===== src/rtl/latch_rf_write_seq.sv =====
// rtl/latch_rf_write_seq.sv - Write sequencer for a latch-based register file.
// Registers D, then pulses a one-hot latch enable with whole-cycle setup and hold margins.
module latch_rf_write_seq #(
    parameter int WORDS       = 8,
    parameter int WIDTH       = 8,
    parameter int AW          = 3,
    parameter int OPEN_CYCLES = 1,
    parameter int HOLD_CYCLES = 1
) (
    input  logic             CLK,
    input  logic             RST,
    input  logic             WR_VALID,
    output logic             WR_READY,
    input  logic [AW-1:0]    WR_ADDR,
    input  logic [WIDTH-1:0] WR_DATA,
    output logic [WIDTH-1:0] LAT_D,
    output logic [WORDS-1:0] LAT_E,
    output logic             BUSY,
    output logic             ERR
);

    localparam int MAXC = (OPEN_CYCLES > HOLD_CYCLES) ? OPEN_CYCLES : HOLD_CYCLES;
    localparam int CW   = $clog2(MAXC + 1);
    localparam logic [AW:0] WORDS_W = (AW + 1)'(WORDS);

    generate
        if (OPEN_CYCLES < 1 || HOLD_CYCLES < 1 || (2 ** AW) < WORDS) begin : g_bad_params
            $error("latch_rf_write_seq: illegal OPEN_CYCLES/HOLD_CYCLES/AW for WORDS");
        end
    endgenerate

    typedef enum logic [1:0] {
        S_IDLE,
        S_SETUP,
        S_OPEN,
        S_HOLD
    } state_t;

    state_t           r_state;
    state_t           w_state_nxt;
    logic [CW-1:0]    r_cnt;
    logic [CW-1:0]    w_cnt_nxt;
    logic [AW-1:0]    r_addr;
    logic [WIDTH-1:0] r_lat_d;
    logic [WORDS-1:0] r_lat_e;
    logic             r_busy;
    logic             r_err;
    logic             w_ready;
    logic             w_accept;
    logic             w_in_range;

    assign w_ready    = (r_state == S_IDLE) & ~RST;
    assign w_accept   = WR_VALID & w_ready;
    assign w_in_range = {1'b0, WR_ADDR} < WORDS_W;

    assign WR_READY = w_ready;
    assign LAT_D    = r_lat_d;
    assign LAT_E    = r_lat_e;
    assign BUSY     = r_busy;
    assign ERR      = r_err;

    // Counter is loaded with (cycles-1) on entry so the phase ends when it reads zero.
    always_comb begin
        w_state_nxt = r_state;
        w_cnt_nxt   = r_cnt;
        case (r_state)
            S_IDLE: begin
                if (w_accept && w_in_range) begin
                    w_state_nxt = S_SETUP;
                end
            end
            S_SETUP: begin
                w_state_nxt = S_OPEN;
                w_cnt_nxt   = CW'(OPEN_CYCLES - 1);
            end
            S_OPEN: begin
                if (r_cnt == '0) begin
                    w_state_nxt = S_HOLD;
                    w_cnt_nxt   = CW'(HOLD_CYCLES - 1);
                end else begin
                    w_cnt_nxt = r_cnt - CW'(1);
                end
            end
            S_HOLD: begin
                if (r_cnt == '0) begin
                    w_state_nxt = S_IDLE;
                end else begin
                    w_cnt_nxt = r_cnt - CW'(1);
                end
            end
            default: begin
                w_state_nxt = S_IDLE;
                w_cnt_nxt   = '0;
            end
        endcase
    end

    always_ff @(posedge CLK or posedge RST) begin
        if (RST) begin
            r_state <= S_IDLE;
            r_cnt   <= '0;
            r_addr  <= '0;
            r_lat_d <= '0;
            r_lat_e <= '0;
            r_busy  <= 1'b0;
            r_err   <= 1'b0;
        end else begin
            r_state <= w_state_nxt;
            r_cnt   <= w_cnt_nxt;
            r_busy  <= (w_state_nxt != S_IDLE);
            r_err   <= w_accept & ~w_in_range;
            if (w_accept) begin
                r_addr  <= WR_ADDR;
                r_lat_d <= WR_DATA;
            end
            // Enables are decoded before the flop so the latch E pins see only flop outputs.
            if (r_state == S_SETUP) begin
                r_lat_e <= WORDS'(1) << r_addr;
            end else if (r_state == S_OPEN && r_cnt == '0) begin
                r_lat_e <= '0;
            end
        end
    end

endmodule

===== config.mk =====
export PLATFORM = sky130hd
export DESIGN_NAME = latch_rf_write_seq
export DESIGN_NICKNAME = d
export VERILOG_FILES = /design/src/rtl/latch_rf_write_seq.sv
export SDC_FILE = /design/constraint.sdc
export NUM_CORES = 1
export LEC_CHECK = 0
export CAP_MARGIN = 20
export CORE_MARGIN = 3
export CORE_UTILIZATION = 40
export CTS_BUF_LIST = sky130_fd_sc_hd__clkbuf_4
export DETAILED_ROUTE_END_ITERATION = 16
export GPL_ROUTABILITY_DRIVEN = 0
export GPL_TIMING_DRIVEN = 0
export PLACE_DENSITY_LB_ADDON = 0.25
export SYNTH_ARGS = -nofsm -noshare
export SYNTH_HDL_FRONTEND = slang
export SYNTH_SLANG_ARGS = --single-unit

===== constraint.sdc =====
create_clock -name CLK -period 3 [get_ports CLK]
set_clock_uncertainty 0.15 [all_clocks]
set_input_delay 0.3 -clock CLK [delete_from_list [all_inputs] [get_ports CLK]]
set_output_delay 0.3 -clock CLK [all_outputs]
set_load 0.05 [all_outputs]

==> impl_metrics.py, run 1 <==
metrics = {
    "status": {
        "outcome": "completed",
    },
    "clock_network": {
        "cts_setup_buffers": 0,
        "clkSlewWorstSetupHoldPaths_ns": 0.11,
        "cts_resized": 0,
        "cts_tree": "built",
        "clock-sinks": 22,
        "numCtsBuffers": 3,
        "cts_buffer_depth": 2,
        "worstSkewPairLatency_ns": 0.29,
        "cts_root_buffer": "clkbuf_4",
        "postCtsHoldBufs": 0,
        "htreeDepth": 1,
    },
    "timing": {
        "maxSlewViolCount": 0,
        "rsz0062_at_grt": "false",
        "whs_ns": 0.366,
        "fin_setup_tns_ns": 0,
        "maxSlewHeadroom_pct": 45.9,
        "fin_crit_ns": 2.59,
        "setup_violations": 0,
        "tightestPinTransition_ns": 0.811,
        "period_share_pct": 86.4,
        "max_freq_mhz": 386,
        "hold_viol": 0,
    },
    "pwr": {
        "swShare_pct": 45.1,
        "p_per_area_nw_per_um2": 1120,
        "p_leak_uw": 0.000688,
        "p_switching_uw": 699,
        "pwr-share-clk_pct": 8.3,
        "seq_power_share_pct": 32.2,
        "peakVddDrop_v": 0.000718,
        "p_int_uw": 852,
        "p_total_uw": 1550,
        "combPwrFrac_pct": 59.6,
    },
    "run": {
        "drv_cap": 0,
    },
    "floorplan": {
        "fp.dieH_um": 56.4,
        "ios": 33,
        "dieWidth_um": 56.4,
        "dieArea_um2": 3180,
        "start_util_pct": 43.8,
        "fp.coreArea_um2": 2320,
        "row_count": 17,
    },
    "global_route": {
        "grt_max_degree": 23,
        "grt-ovfl-total": 0,
        "grt_pass1_wl_um": 2980,
        "track_usage_pct": 11.7,
        "antenna_found_initial": 0,
        "grt_pass1_vias": 732,
    },
    "critical_path": {
        "cpLargestDelayFamily": "buffers and inverters",
        "cpMaxStageDelayCell": "clkdlybuf4s50_1",
        "cpPeakStageDelay_ns": 0.85,
        "critPathArrivalTime_ns": 2.14,
        "startpoint_type": "flop",
        "path_cells": "inv_1, ha_1, nor2b_1, clkdlybuf4s50_1",
        "path_buf_inv": 2,
        "cp_max_fo": 3,
        "end_kind": "output pin",
        "worstPathRequired_ns": 2.55,
        "criticalPathCategory": "flop to output pin",
    },
    "synth": {
        "yosysWarnings": 0,
        "seq_area_frac_synth_pct": 54.2,
        "synth.avg_cell_area_um2": 14.5,
        "ys_types": 16,
        "ys_seq_elements": 22,
        "syn-num-nets": 88,
        "synth_area_um2": 1020,
        "synth_cells": 70,
    },
    "final_layout": {
        "area_growth_pct": 36.2,
        "antennaDiodeCount": 0,
        "n_fill_cell": 205,
        "multiInputGateArea_um2": 424,
        "ff_latch_area_um2": 551,
        "final_common_cell": "clkdlybuf4s50_1",
        "final_cell_mix": "clkdlybuf4s50_1 (31), dfrtp_1 (22), mux2_4 (11), nor2b_1 (11)",
        "fin_nets": 124,
        "drive_above_1_share_pct": 22.1,
    },
    "route": {
        "viasPerCell": 4.98,
        "post_drt_wl_per_cell_um": 13.7,
        "ant_nets": 0,
        "drt_iter0_drc": 1,
        "firstDrtPassIters": 3,
        "drc": 0,
        "vias": 658,
        "wl_um": 1800,
    },
    "place": {
        "dp_hpwl_um": 1330,
        "io_buffers": 31,
    },
    "hold_path": {
        "hp-class": "input port to async pin",
    },
}
## cell type report
cell class	instances	area share (%)
Sequential cell	22	39.8
Multi-Input combinational cell	41	30.7
Timing Repair Buffer	31	22.4
Tap cell	28	2.53
Buffer	3	1.90
Clock buffer	3	1.63
Inverter	4	1.08
## flip-flops by register name, summed over array words and instances (netlist names)
register and count:
LAT_E 8, BUSY 1, r_addr 3, LAT_D 8
r_state 2
## kinds of logic after synthesis
group                      after synthesis  synth area share, %
AOI/OAI and AO/OA                        9                 8.37
and+or+nand+nor                         14                 9.73
adders and majority gates                4                 4.93
muxes                                   13                 18.3
DFF                                     22                 54.2
buffers and inverters                    7                 4.06
other                                    1                0.369
## cells in the mapped netlist
master / count / area (um^2)
inv_1: 4 / 15.0
ha_1: 4 / 50.1
nand3b_4: 1 / 20.0
conb_1: 1 / 3.75
a311o_1: 1 / 10.0
buf_6: 1 / 11.3
nor2b_1: 11 / 68.8
mux2_4: 11 / 165
a41o_1: 4 / 40.0
mux2i_1: 1 / 10.0
nand4_1: 1 / 6.26
a31o_2: 4 / 35.0
mux2_2: 1 / 11.3
buf_4: 2 / 15.0
nor2_1: 1 / 3.75
dfrtp_1: 22 / 551
## worst paths after layout
check                      depth (start not counted)  slack, ns         to       start
setup reg to reg                                   5       1.34   LAT_E[0]  r_state[0]
min in group CLK                                   1       0.38   LAT_D[0]    LAT_D[0]
hold reg to reg                                    1       0.38   LAT_D[0]    LAT_D[0]
max in group asynchronous                          2       1.84   LAT_D[3]         RST
setup / recovery                                   4       0.41   WR_READY  r_state[0]
hold / removal                                     2       0.37  r_addr[2]         RST
## per-stage QoR
step	setup WS [ns]	std cells	instance area (um^2)	utilization, %
4_1_cts	0.412	132	1380	59.7
6_report	0.409	132	1380	59.7
3_5_place_dp	0.747	129	1360	58.7
2_1_floorplan	1.04	70	1020	-
5_1_grt	0.329	132	1380	59.7
3_3_place_gp	0.767	129	1360	58.7
## power by group through the flow
stage / Sequential [uW] / Clock (uW) / Combinational [uW]
2_1_floorplan: 782 / 0 / 381
3_3_place_gp: 497 / 0 / 922
5_1_grt: 519 / 144 / 969
4_1_cts: 499 / 136 / 930
6_report: 499 / 128 / 924
3_5_place_dp: 503 / 0 / 924
## worst register-to-register path, cell delays in order, from the launching register on
cell	delay, ns
dfrtp_1	0.40
inv_1	0.09
ha_1	0.45
buf_4	0.23
nor2b_1	0.06
a31o_2	0.20
## per-layer routing
| metal | GRT usage (%) | up-vias | wire length, um |
|---|---|---|---|
| li1 | - | 313 | - |
| met1 | 13.8 | 322 | 797 |
| met2 | 21.0 | 23 | 911 |
| met3 | 2.07 | 0 | 93 |
| met4 | 4.07 | 0 | 0 |
| met5 | 0 | - | 0 |
(Power assumes the default switching activity.)
==> inputs of run 2 (changes only) <==
--- a/config.mk
+++ b/config.mk
@@ -10,9 +10,11 @@
 export CORE_UTILIZATION = 40
 export CTS_BUF_LIST = sky130_fd_sc_hd__clkbuf_4
 export DETAILED_ROUTE_END_ITERATION = 16
+export DONT_BUFFER_PORTS = 1
 export GPL_ROUTABILITY_DRIVEN = 0
 export GPL_TIMING_DRIVEN = 0
 export PLACE_DENSITY_LB_ADDON = 0.25
+export SLEW_MARGIN = 20
 export SYNTH_ARGS = -nofsm -noshare
 export SYNTH_HDL_FRONTEND = slang
 export SYNTH_SLANG_ARGS = --single-unit
==> impl_metrics.py, run 2 (synthesis results as in run 1) <==
metrics = {
    "critical_path": {
        "criticalPathCategory": "flop to output pin",
        "worstPathRequired_ns": 2.55,
        "end_kind": "output pin",
        "critPathLaunch": "r_state[0]",
        "crit_end": "WR_READY",
        "cpMaxStageDelayCell": "nor2b_1",
        "startpoint_type": "flop",
        "rr_startpoint": "r_state[0]",
        "cp_max_fo": 3,
        "timing.rr.end": "BUSY",
        "cpLargestDelayFamily": "simple AND/OR/NAND/NOR gates",
        "cpPeakStageDelay_ns": 0.84,
        "worst-r2r-setup-slack_ns": 0.92,
        "rr_worst_depth": 4,
        "path_cells": "inv_1, ha_1, nor2b_1",
        "path_buf_inv": 1,
        "critPathArrivalTime_ns": 1.89,
        "cp_num_cells": 3,
    },
    "clock_network": {
        "cts_root_buffer": "clkbuf_4",
        "clock-sinks": 22,
        "numCtsBuffers": 3,
        "htreeDepth": 1,
        "worstSkewPairLatency_ns": 0.30,
        "postCtsHoldBufs": 13,
        "clkSlewWorstSetupHoldPaths_ns": 0.12,
        "cts_buffer_depth": 2,
        "cts_setup_buffers": 0,
        "cts_tree": "built",
        "cts_resized": 0,
    },
    "global_route": {
        "track_usage_pct": 12.2,
        "grt_pass1_vias": 660,
        "antenna_found_initial": 0,
        "grt_max_degree": 23,
        "grt-ovfl-total": 0,
        "grt_pass1_wl_um": 3080,
    },
    "floorplan": {
        "fp.coreArea_um2": 2320,
        "ios": 33,
        "row_count": 17,
        "fp.dieH_um": 56.4,
        "dieArea_um2": 3180,
        "dieWidth_um": 56.4,
        "start_util_pct": 43.8,
    },
    "timing": {
        "max_freq_mhz": 427,
        "fin_setup_tns_ns": 0,
        "period_share_pct": 78.1,
        "hold_viol": 0,
        "whs_ns": 0.0789,
        "maxSlewViolCount": 0,
        "tightestPinTransition_ns": 1.04,
        "fin_crit_ns": 2.34,
        "setup_violations": 0,
        "maxSlewHeadroom_pct": 30.3,
        "rsz0062_at_grt": "false",
    },
    "route": {
        "viasPerCell": 5.25,
        "post_drt_wl_per_cell_um": 14.9,
        "firstDrtPassIters": 4,
        "drt_iter0_drc": 17,
        "wl_um": 1710,
        "vias": 604,
        "drc": 0,
        "ant_nets": 0,
    },
    "final_layout": {
        "fin_nets": 106,
        "final_cell_mix": "dfrtp_1 (22), dlygate4sd3_1 (13), mux2_4 (11), nor2b_1 (11)",
        "antennaDiodeCount": 0,
        "area_growth_pct": 18.8,
        "drive_above_1_share_pct": 26.4,
        "final_common_cell": "dfrtp_1",
    },
    "pwr": {
        "peakVddDrop_v": 0.000657,
        "p_per_area_nw_per_um2": 1150,
        "p_total_uw": 1390,
        "p_leak_uw": 0.000627,
    },
    "place": {
        "dp_hpwl_um": 1140,
        "io_buffers": 0,
    },
    "status": {
        "outcome": "completed",
    },
    "hold_path": {
        "hold_depth": 2,
        "hp-class": "input port to flop",
    },
    "run": {
        "drv_cap": 0,
    },
}
[run 2: changes by cell type in the layout (fill, tap and decap cells not counted)]
| cell | change |
|---|---|
| clkinv_1 | +1 |
| dlygate4sd3_1 | +13 |
| clkdlybuf4s50_1 | -31 |
[run 2: per-layer routing]
layer	routed length (um)	vias up	part of all wire, %	global-route usage, %
met5	0	-	0	0
met4	9	0	0.53	3.05
met3	173	2	10	6.90
met2	775	27	45	18.9
met1	753	297	44	14.8
li1	-	278	-	-
[run 2: how the worst min path moves through the flow]
| stage | from | endpoint | slack [ns] |
|---|---|---|---|
| after floorplan | RST | BUSY | 0.14 |
| after global placement | RST | LAT_D[4] | 0.24 |
| after detailed placement | RST | LAT_D[4] | 0.26 |
| after CTS | WR_VALID | r_addr[0] | 0.06 |
| after global routing | WR_VALID | r_addr[0] | 0.06 |
| final | WR_VALID | r_addr[0] | 0.08 |
[run 2: power breakdown]
group | leakage (uW) | switching [uW] | internal, uW
combinational | 0.000335 | 204 | 247
sequential | 0.000277 | 393 | 409
clock | 0.0000154 | 84.7 | 48.5
total | 0.000627 | 682 | 705
[run 2: cell type report]
class                           count  area [um^2]
Sequential cell                    22          551
Timing Repair Buffer               13          130
Clock buffer                        3         22.5
Buffer                              3         26.3
Multi-Input combinational cell     41          424
Tap cell                           28         35.0
Clock inverter                      1         3.75
Inverter                            4         15.0
Fill cell                         214         1110
[run 2: per-stage QoR]
step | area (um^2) | utilization (%) | worst slack [ns] | cells
CTS | 1210 | 52.1 | 0.627 | 115
floorplan | 1020 | - | 1.04 | 70
detailed placement | 1050 | 45.3 | 0.937 | 98
finish | 1210 | 52.1 | 0.656 | 115
global route | 1210 | 52.1 | 0.535 | 115
global placement | 1050 | 45.3 | 0.946 | 98
==> inputs of run 3 (changes only) <==
==> constraint.sdc (replaced) <==
create_clock -name CLK -period 2.01 [get_ports CLK]
set_clock_uncertainty 0.15 [all_clocks]
set_input_delay 0.201 -clock CLK [delete_from_list [all_inputs] [get_ports CLK]]
set_output_delay 0.201 -clock CLK [all_outputs]
set_load 0.05 [all_outputs]
==> impl_metrics.py, run 3 (synthesis results as in run 1) <==
metrics = {
    "status": {
        "outcome": "completed",
    },
    "critical_path": {
        "critPathArrivalTime_ns": 1.94,
        "worst-r2r-setup-slack_ns": 0.11,
        "timing.rr.end": "r_addr[0]",
        "rr_startpoint": "r_state[0]",
        "cp_max_fo": 3,
        "startpoint_type": "flop",
        "criticalPathCategory": "flop to flop",
        "end_kind": "flop",
        "critPathLaunch": "r_state[0]",
        "worstPathRequired_ns": 2.05,
        "rr_worst_depth": 5,
    },
    "floorplan": {
        "dieArea_um2": 3180,
        "fp.dieH_um": 56.4,
        "dieWidth_um": 56.4,
        "row_count": 17,
        "fp.coreArea_um2": 2320,
        "start_util_pct": 43.8,
        "ios": 33,
    },
    "place": {
        "dpl_worst_slack_ns": -0.0526,
        "dp_hpwl_um": 1140,
        "io_buffers": 0,
    },
    "clock_network": {
        "htreeDepth": 1,
        "worstSkewPairLatency_ns": 0.30,
        "cts_root_buffer": "clkbuf_4",
        "numCtsBuffers": 3,
        "cts_buffer_depth": 2,
        "clkSlewWorstSetupHoldPaths_ns": 0.12,
        "clock-sinks": 22,
        "cts_tree": "built",
    },
    "final_layout": {
        "antennaDiodeCount": 0,
        "multiInputGateArea_um2": 434,
        "n_fill_cell": 209,
        "final_cell_mix": "dfrtp_1 (22), dlygate4sd3_1 (14), mux2_4 (11)",
        "area_growth_pct": 21.6,
        "drive_above_1_share_pct": 29.2,
        "ff_latch_area_um2": 551,
        "final_common_cell": "dfrtp_1",
        "fin_nets": 108,
    },
    "timing": {
        "worst_slack_ns": 0.113,
        "setup_violations": 0,
        "maxSlewHeadroom_pct": 43.8,
        "tightestPinTransition_ns": 0.842,
        "max_freq_mhz": 527,
        "hold_viol": 0,
        "maxSlewViolCount": 0,
        "fin_crit_ns": 1.90,
        "rsz0062_at_grt": "false",
        "period_share_pct": 94.4,
    },
    "global_route": {
        "grt_pass1_wl_um": 3090,
        "grt_max_degree": 23,
        "track_usage_pct": 12.3,
        "grt-ovfl-total": 0,
        "antenna_found_initial": 0,
        "grt_pass1_vias": 660,
    },
    "pwr": {
        "p_per_area_nw_per_um2": 1710,
        "peakVddDrop_v": 0.000979,
        "p_total_uw": 2120,
        "p_leak_uw": 0.000639,
    },
    "hold_path": {
        "min_from": "RST",
        "hp-class": "input port to flop",
        "holdPathEnd": "r_state[0]",
        "hold_depth": 2,
    },
    "run": {
        "drv_cap": 0,
    },
    "route": {
        "drc": 0,
        "viasPerCell": 5.23,
        "drt_iter0_drc": 16,
        "wl_um": 1720,
        "vias": 612,
        "post_drt_wl_per_cell_um": 14.7,
        "ant_nets": 0,
        "firstDrtPassIters": 4,
    },
}
-- run 3: layout make-up --
cell class	count	share of cell area, %
buffer	3	2.13
clock buffer	3	1.82
clock inverter	1	0.304
inverter	4	1.22
multi-input combinational	41	35.2
sequential	22	44.6
tap	28	2.84
timing repair buffer	15	12.0
-- run 3: stage by stage --
step                TNS (ns)  cell area (um^2)  hold slack [ns]  utilization (%)  cells
CTS                        0              1220            0.148             52.6    116
floorplan                  0              1020           0.0402                -     70
detailed placement   -0.0947              1050            0.163             45.3     98
global route               0              1230           0.0751             53.3    117
finish                     0              1230           0.0917             53.3    117
global placement     -0.0580              1050            0.143             45.3     98
-- run 3: repair_timing --
| action | in CTS | in global routing |
|---|---|---|
| hold buffers | 14 | 0 |
| gates resized for setup | 1 | 2 |
| endpoints found under the setup margin | 3 | 2 |
| hold endpoints to repair | 35 | 0 |
| buffers inserted | 0 | 1 |
-- run 3: critical path, stage by stage, from the launching register on --
cell and delay [ns]:
dfrtp_1 0.41, inv_1 0.11, ha_2 0.22, nand3b_4 0.09, mux2_2 0.27, dlygate4sd3_1 0.54
-- run 3: worst max path at each step --
stage	to	cells past startpoint
after floorplan	BUSY	4
after global placement	BUSY	4
after detailed placement	BUSY	4
after CTS	WR_READY	3
after global routing	r_addr[0]	5
final	r_addr[0]	5
-- run 3: routing by layer --
| metal | track usage (%) | vias up | wire length (um) |
|---|---|---|---|
| met3 | 6.90 | 2 | 173 |
| li1 | - | 281 | - |
| met4 | 3.05 | 0 | 9 |
| met1 | 14.9 | 302 | 746 |
| met5 | 0 | - | 0 |
| met2 | 18.9 | 27 | 791 |
-- run 3: power by group --
group          total (uW)  internal [uW]  switching, uW
Clock                 199           72.4            127
Sequential           1200            611            586
Combinational         719            411            309
Total                2120           1090           1020
